$ cat src/rtl/epochtv1_capture.sv
// epochtv1_capture
// Captures one armed frame from the EPOCH TV-1 video stream, converts each
// pixel to RGB565, queues {address, data} in a small FIFO and writes it to an
// external frame buffer over a REQ/ACK write port.
//
// Ports
//   CLK, RES        core clock, synchronous active-high reset
//   CE, DE, VS, RGB video stream from epochtv1 (pixel valid when CE & DE)
//   ARM             pulse: capture the next frame (only honoured while idle)
//   MEM_REQ/ACK     write handshake; MEM_A/MEM_D show the FIFO head while REQ=1
//   BUSY            capture in progress (state != IDLE)
//   FRAME_DONE      1-cycle pulse once the frame is closed and the FIFO drained
//   OVERFLOW        sticky: a pixel was dropped because the FIFO was full
//   FRAME_CRC       CRC-16/CCITT of all pushed words of the captured frame
//
// Build option
//   EPOCHTV1_CAPTURE_CRC_EN  when defined, FRAME_CRC is computed; otherwise it
//                            is tied to zero and no CRC logic is built.
//
// state    | meaning
// IDLE     | waiting for ARM
// WAIT_VS  | armed, waiting for the start of the next frame (VS rise)
// ACTIVE   | capturing pixels of the frame
// DRAIN    | frame closed, emptying the FIFO to the frame buffer

module epochtv1_capture #(
    parameter int MAX_W      = 256,
    parameter int MAX_H      = 256,
    parameter int ADDR_W     = 16,
    parameter int FIFO_DEPTH = 8
) (
    input  logic              CLK,
    input  logic              RES,
    input  logic              CE,
    input  logic              DE,
    input  logic              VS,
    input  logic [23:0]       RGB,
    input  logic              ARM,
    output logic              MEM_REQ,
    input  logic              MEM_ACK,
    output logic [ADDR_W-1:0] MEM_A,
    output logic [15:0]       MEM_D,
    output logic              BUSY,
    output logic              FRAME_DONE,
    output logic              OVERFLOW,
    output logic [15:0]       FRAME_CRC
);

    localparam int XB = $clog2(MAX_W);
    localparam int LB = $clog2(MAX_H);
    localparam int PB = $clog2(FIFO_DEPTH);
    localparam int EW = ADDR_W + 16;

    // Counters carry one extra bit so they can reach MAX_W / MAX_H / DEPTH.
    localparam logic [XB:0] X_LIM = MAX_W[XB:0];
    localparam logic [LB:0] L_LIM = MAX_H[LB:0];
    localparam logic [PB:0] F_LIM = FIFO_DEPTH[PB:0];

    typedef enum logic [1:0] {
        S_IDLE,
        S_WAIT_VS,
        S_ACTIVE,
        S_DRAIN
    } state_t;

    state_t state_q, state_d;

    logic          vs_q;
    logic          de_q;
    logic [XB:0]   x_q;
    logic [LB:0]   line_q;
    logic          ovf_q;
    logic          done_q;
    logic          done_d;
    logic [PB:0]   count_q;
    logic [PB-1:0] wr_ptr_q;
    logic [PB-1:0] rd_ptr_q;
    logic [EW-1:0] fifo_q [FIFO_DEPTH];

    logic              vs_rise;
    logic              enter_active;
    logic              fifo_empty;
    logic              pix_acc;
    logic              line_end;
    logic              push;
    logic              pop;
    logic              drop;
    logic [ADDR_W-1:0] push_addr;
    logic [15:0]       push_data;
    logic [EW-1:0]     head;

    assign vs_rise    = VS & ~vs_q;
    assign fifo_empty = (count_q == '0);
    assign pop        = ~fifo_empty & MEM_ACK;

    assign pix_acc  = CE & DE & (state_q == S_ACTIVE) & (x_q < X_LIM) & (line_q < L_LIM);
    assign line_end = CE & de_q & ~DE & (state_q == S_ACTIVE);

    // A full FIFO still accepts a pixel when the head leaves in the same cycle.
    assign push = pix_acc & ((count_q != F_LIM) | pop);
    assign drop = pix_acc & ~push;

    // MAX_W and MAX_H are powers of two, so line*MAX_W + x is a concatenation.
    assign push_addr = ADDR_W'({line_q[LB-1:0], x_q[XB-1:0]});
    assign push_data = {RGB[23:19], RGB[15:10], RGB[7:3]};

    assign head       = fifo_q[rd_ptr_q];
    assign MEM_REQ    = ~fifo_empty;
    assign MEM_A      = MEM_REQ ? head[EW-1:16] : '0;
    assign MEM_D      = MEM_REQ ? head[15:0]    : '0;
    assign BUSY       = (state_q != S_IDLE);
    assign FRAME_DONE = done_q;
    assign OVERFLOW   = ovf_q;

    always_comb begin
        state_d      = state_q;
        done_d       = 1'b0;
        enter_active = 1'b0;
        case (state_q)
            S_IDLE: begin
                if (ARM) state_d = S_WAIT_VS;
            end
            S_WAIT_VS: begin
                if (vs_rise) begin
                    state_d      = S_ACTIVE;
                    enter_active = 1'b1;
                end
            end
            S_ACTIVE: begin
                if (vs_rise) state_d = S_DRAIN;
            end
            S_DRAIN: begin
                if (fifo_empty) begin
                    state_d = S_IDLE;
                    done_d  = 1'b1;
                end
            end
            default: state_d = S_IDLE;
        endcase
    end

    always_ff @(posedge CLK) begin
        if (RES) begin
            state_q  <= S_IDLE;
            vs_q     <= 1'b0;
            de_q     <= 1'b0;
            x_q      <= '0;
            line_q   <= '0;
            ovf_q    <= 1'b0;
            done_q   <= 1'b0;
            count_q  <= '0;
            wr_ptr_q <= '0;
            rd_ptr_q <= '0;
        end else begin
            state_q <= state_d;
            vs_q    <= VS;
            done_q  <= done_d;
            if (CE) de_q <= DE;

            if (enter_active) begin
                x_q    <= '0;
                line_q <= '0;
                ovf_q  <= 1'b0;
            end else begin
                if (pix_acc) x_q <= x_q + 1'b1;
                if (line_end) begin
                    x_q <= '0;
                    if (line_q < L_LIM) line_q <= line_q + 1'b1;
                end
                if (drop) ovf_q <= 1'b1;
            end

            if (push) wr_ptr_q <= wr_ptr_q + 1'b1;
            if (pop)  rd_ptr_q <= rd_ptr_q + 1'b1;
            case ({push, pop})
                2'b10:   count_q <= count_q + 1'b1;
                2'b01:   count_q <= count_q - 1'b1;
                default: count_q <= count_q;
            endcase
        end
    end

    // Storage needs no reset: entries are only visible while count_q says so.
    always_ff @(posedge CLK) begin
        if (push) fifo_q[wr_ptr_q] <= {push_addr, push_data};
    end

`ifdef EPOCHTV1_CAPTURE_CRC_EN
    logic [15:0] crc_q;

    // CRC-16/CCITT, poly 0x1021, MSB first, one 16-bit word per call.
    function automatic logic [15:0] crc16_step(input logic [15:0] crc_in,
                                               input logic [15:0] word);
        logic [15:0] c;
        c = crc_in;
        for (int i = 15; i >= 0; i--) begin
            if (c[15] ^ word[i]) c = {c[14:0], 1'b0} ^ 16'h1021;
            else                 c = {c[14:0], 1'b0};
        end
        return c;
    endfunction

    always_ff @(posedge CLK) begin
        if (RES)               crc_q <= '0;
        else if (enter_active) crc_q <= 16'hFFFF;
        else if (push)         crc_q <= crc16_step(crc_q, push_data);
    end

    assign FRAME_CRC = crc_q;
`else
    assign FRAME_CRC = 16'h0000;
`endif

endmodule
$ cat config.mk
export PLATFORM = sky130hd
export DESIGN_NAME = epochtv1_capture
export DESIGN_NICKNAME = d
export VERILOG_FILES = /design/src/rtl/epochtv1_capture.sv
export SDC_FILE = /design/constraint.sdc
export NUM_CORES = 1
export LEC_CHECK = 0
export BUFFER_PORTS_ARGS = -buffer_cell sky130_fd_sc_hd__buf_4
export CORE_ASPECT_RATIO = 0.8
export CORE_UTILIZATION = 25
export CTS_CLUSTER_DIAMETER = 80
export DETAILED_ROUTE_END_ITERATION = 10
export GPL_TIMING_DRIVEN = 1
export HOLD_SLACK_MARGIN = 0.03
export PLACE_DENSITY = 0.37
export REMOVE_ABC_BUFFERS = 1
export SKIP_LAST_GASP = 1
export SLEW_MARGIN = 20
export SYNTH_ARGS = -nofsm -noshare
export SYNTH_HDL_FRONTEND = slang
export SYNTH_SLANG_ARGS = --single-unit
$ cat constraint.sdc
create_clock -name CLK -period 4 [get_ports CLK]
set_input_delay 0.6 -clock CLK [delete_from_list [all_inputs] [get_ports CLK]]
set_output_delay 0.6 -clock CLK [all_outputs]
set_load 0.005 [all_outputs]
**Yosys cells after proc, flatten, opt, wreduce, memory -nomap -nowiden**

Memories as Yosys holds them, arrays and structs flattened. A register that Yosys moved wholly into a read port is not among the register bits.
Cells that the tools add are included.

- Flip-flop bits (word level): 34
- Memory bits (writable): 256
- Bits of input ports: 31
- Output and inout bits: 52
- Word-level logic and storage cells: 70
- Memories: 1

- $add $sub $neg: 6
- $lt $le $gt $ge: 2
- Equal/unequal tests: 10
- Multiplexer cells: 15
- Bitwise gates (word level): 17
- Reductions and logical operators: 9

Memories:

| memory | words | bits a word | read ports | clocked after memory_dff | write ports | RTL line | source |
|---|---|---|---|---|---|---|---|
| fifo_q | 8 | 32 | 1 | 1 | 1 | 78 | `logic [EW-1:0] fifo_q [FIFO_DEPTH];` |

Operators with widths:

| operator | count |
|---|---|
| two-way mux 16 bit | 2 |
| adder 9 x 1 -> 9 bit, second input constant | 2 |
| < comparator 9 bit, second input constant | 2 |
| AND 1 bit | 11 |
| two-way mux 2 bit | 4 |
| != test 2 bit, second input constant | 4 |
| one-hot mux 2 bit (4 select lines) | 1 |
| one-hot mux 4 bit (2 select lines) | 1 |
| adder 3 x 1 -> 3 bit, second input constant | 2 |
| == test 2 bit, second input constant | 3 |
| two-way mux 3 bit | 2 |
| two-way mux 1 bit | 5 |
| NOT 1 bit | 5 |
| adder 4 x 1 -> 4 bit, second input constant | 1 |
| == test 2 x 1 -> 1 bit, second input constant | 2 |
| zero test 4 bit | 1 |
| != test 4 bit, second input constant | 1 |
| AND reduction 4 bit | 1 |
| nonzero test 2 bit | 2 |
| OR reduction 2 bit | 2 |
| subtractor 4 x 1 -> 4 bit, second input constant | 1 |
| OR reduction 3 bit | 1 |
| zero test 2 bit | 1 |
| AND reduction 2 bit | 1 |
| OR 1 bit | 1 |

**Depth between registers and ports, before layout**

- Depth in word-level cells: 7
- Depth in mapped cells: 12
- Gate-level depth less buffers: 11

**Worst setup path after synthesis**

OpenSTA, ideal clock, no wires.

- Path kind: flip-flop to flip-flop
- From: register state_q[0]
- To: memory fifo_q[0][0] (netlist bit) (enable)
- Setup time: 461 ps
- Arrival time: 3,482 ps
- Data required time: 3,539 ps
- Path slack: 57 ps
- Stages on the path, launching flop included: 7
- Path buffers: 0
- Period minus slack after synthesis: 3,943 ps
- Path through: dfxtp_1 -> inv_1 -> ha_1 -> nand4b_4 -> a211oi_2 -> nand2b_1 -> nor3_1

- Longest elaborated chain between the ends: 7

Ends and longest elaborated chain:

| item | RTL line | source |
|---|---|---|
| start: declaration | 66 | `state_t state_q, state_d;` |
| start signal: assignment | 155 | `state_q <= state_d;` |
| == test 2 bit | 96 | `assign pix_acc = CE & DE & (state_q == S_ACTIVE) & (x_q < X_LIM) & (line_q < L_LIM);` |
| AND 1 bit (3 in a row) | 96 |  |
| AND 1 bit | 100 | `assign push = pix_acc & ((count_q != F_LIM) \| pop);` |
| two-way mux 1 bit | 185 | `if (push) fifo_q[wr_ptr_q] <= {push_addr, push_data};` |
| two-way mux 1 bit (not written as such) | 185 |  |
| end: declaration | 78 |  |

Every way passes these cells.

**Final worst setup path**

- From: register count_q[0]
- To: output MEM_A[3]

- Longest elaborated chain between the ends: 2

Ends and longest elaborated chain:

| item | RTL line | source |
|---|---|---|
| start: declaration | 75 | `logic [PB:0] count_q;` |
| start signal: assignment | 176 | `2'b10: count_q <= count_q + 1'b1;` |
| start signal: assignment | 177 | `2'b01: count_q <= count_q - 1'b1;` |
| start signal: assignment | 178 | `default: count_q <= count_q;` |
| zero test 4 bit | 93 | `assign fifo_empty = (count_q == '0);` |
| two-way mux 16 bit | 109 | `assign MEM_A = MEM_REQ ? head[EW-1:16] : '0;` |
| end: declaration | 41 | `output logic [ADDR_W-1:0] MEM_A,` |

Every way passes these cells.

==> flow_metrics.tcl <==
set metrics [dict create \
    status "complete, no violations" \
    leakagePower_uw 0.00431 \
    synth-seq-cells 293 \
    via_per_inst 4.19 \
    required_ps 3400 \
    cp_common_cell "buf_4" \
    syn_to_final_growth_pct 20.0 \
    yosysWarnings 0 \
    fin_setup_tns_ps 0 \
    power.density_nw_per_um2 520 \
    vias 5606 \
    wirelength_um 25900 \
    clk_latency_ps 570 \
    portBuffers 58 \
    syn_area_um2 11600 \
    cts.sinks 293 \
    end_kind "output port" \
    placedInstanceArea_um2 12900 \
    seq_area_frac_synth_pct 72.8 \
    gp_congestion 0.682 \
    antenna_cells 0 \
    crit_slowest_cell "nor2_4" \
    hold_violations 0 \
    synth_edf_count 256 \
    grt_pass1_wl_um 39500 \
    crit_path_max_fanout 20 \
    dp_hpwl_um 14300 \
    cts_hold_buf 0 \
    cts_root_buf "clkbuf_16" \
    drc 0 \
    tightest_slew_ps 823 \
    period_minus_slack_ps 3180 \
    ys.flop_type "edfxtp_1" \
    cts_max_level 1 \
    place_ws_ps 1040 \
    rows 70 \
    post_cts_buffers 0 \
    holdWs_ps 253 \
    cts_made_buffers 31 \
    critPathKind "flip-flop to output port" \
    cp_cell_sequence "or3_4 -> nor2_4 -> buf_4 -> nor2_1 -> buf_4" \
    synth.avg_cell_area_um2 18.5 \
    grt_max_degree 65 \
    final_cell_mix "256 x edfxtp_1, 64 x mux4_2, 64 x nor2_1, 64 x buf_4, 35 x mux2i_1" \
    setup_violations 0 \
    initial_utilization_pct 25.3 \
    drtPass1Iterations 4 \
    synthCells 625 \
    drive_above_1_share_pct 28.5 \
    drt_iter0_markers 290 \
    skew_ps 8.99 \
    core_area_um2 45700 \
    max_stage_delay_ps 450 \
    timing.final.max_slew_violations 0 \
    drv_cap 0 \
    num-nets-final 744 \
    cp_num_buf_inv 2 \
    dieWidth_um 243 \
    timing.final.ws_setup_ps 818 \
    critical-path-top-delay-family "simple AND/OR/NAND/NOR gates" \
    die_height_um 194 \
    clk_transition_reported_paths_ps 60 \
    ir_drop_mv 0.305 \
    grt_overflow 0 \
    n_fill_cell 4503 \
    cp.arrival_ps 2580 \
    cts_tree "yes" \
    final_common_cell "edfxtp_1" \
    rsz0062_at_grt "false" \
    pin_count 83 \
    finalNonFillerCells 1339 \
    placed_cells 1281 \
    fin_crit_sh_pct 79.5 \
    fmax_mhz 314 \
    synth_cell_type_count 45 \
    start_kind "flip-flop" \
    synthArstFlopShare_pct 0 \
    grt_pass1_vias 6247 \
    cts_max_path_buffers 3 \
    maxSlewHeadroom_pct 45.1 \
    detail-route-antenna-nets 0 \
    post_drt_wl_per_cell_um 19.3 \
    track_usage_pct 11.2 \
    antenna_found_initial 0 \
    ctsResizeCount 0 \
    hp-class "input port to flip-flop" \
    fin_area_um2 13900 \
    die_area_um2 47200 \
]
## path summary, 6_finish.rpt
path	startpoint	cells past startpoint	to	slack (ps)
max	count_q[0]	5	MEM_A[3]	820
min	VS	2	vs_q	250
max reg2reg	count_q[0]	11	count_q[3]	1120
min reg2reg	de_q	2	de_q	490
## Yosys cell counts (5+ instances only)
library cell	count	share of area [%]
a21oi_1	8	0.35
buf_2	9	0.39
buf_4	16	1.0
clkbuf_1	14	0.45
dfxtp_1	37	6.4
edfxtp_1	256	66
ha_1	10	1.1
inv_1	7	0.23
mux2i_1	35	3.0
mux4_2	64	12
nand2_1	13	0.42
nand2b_1	5	0.27
nand3_1	9	0.39
nor2_1	70	2.3
xnor2_1	6	0.45
xor2_1	14	1.1
## where the power goes
group	internal [uW]	total, uW	leakage [uW]	switching (uW)
registers	3350	3420	0.00253	69.0
clock network	1670	2860	0.000507	1190
logic	460	942	0.00128	482
total	5480	7220	0.00431	1740
## logic make-up after synthesis
logic type	synth area share (%)
mux	15.6
flops	72.8
compound gates	1.38
fa+ha+maj	1.25
other cells	0.0324
xor+xnor	1.51
simple gates	5.19
buf+inv	2.27
## metal layers
metal,track usage (%),part of all wire [%],vias to the layer above
li1,-,-,2585
met1,14.8,46,2909
met2,19.1,49,75
met3,2.15,3.3,37
met4,2.40,2.0,0
met5,0,0,-
## registers in the layout (all words and copies together) (netlist names), named ones only
register and flops:
state_q 2, wr_ptr_q 3, fifo_q 256, line_q 9, OVERFLOW 1, count_q 4
rd_ptr_q 3, x_q 9, de_q 1, FRAME_DONE 1, vs_q 1
## stage by stage
step / util, % / power [uW]
3_3_place_gp: 28.2 / 4450
3_5_place_dp: 28.2 / 4470
6_report: 30.4 / 7220
4_1_cts: 30.4 / 7370
5_1_grt: 30.4 / 7550
2_1_floorplan: - / 4050
## cell type report
cell class	instances	area (um2)	area share, %
repair buffers	72	641	4.61
inverters	8	30.0	0.216
flip-flops and latches	293	8440	60.7
clock inverters	25	236	1.70
well taps	612	766	5.51
clock buffers	33	783	5.64
multi-input cells	296	3000	21.6
Note: power is estimated with default switching activity, not from simulation.
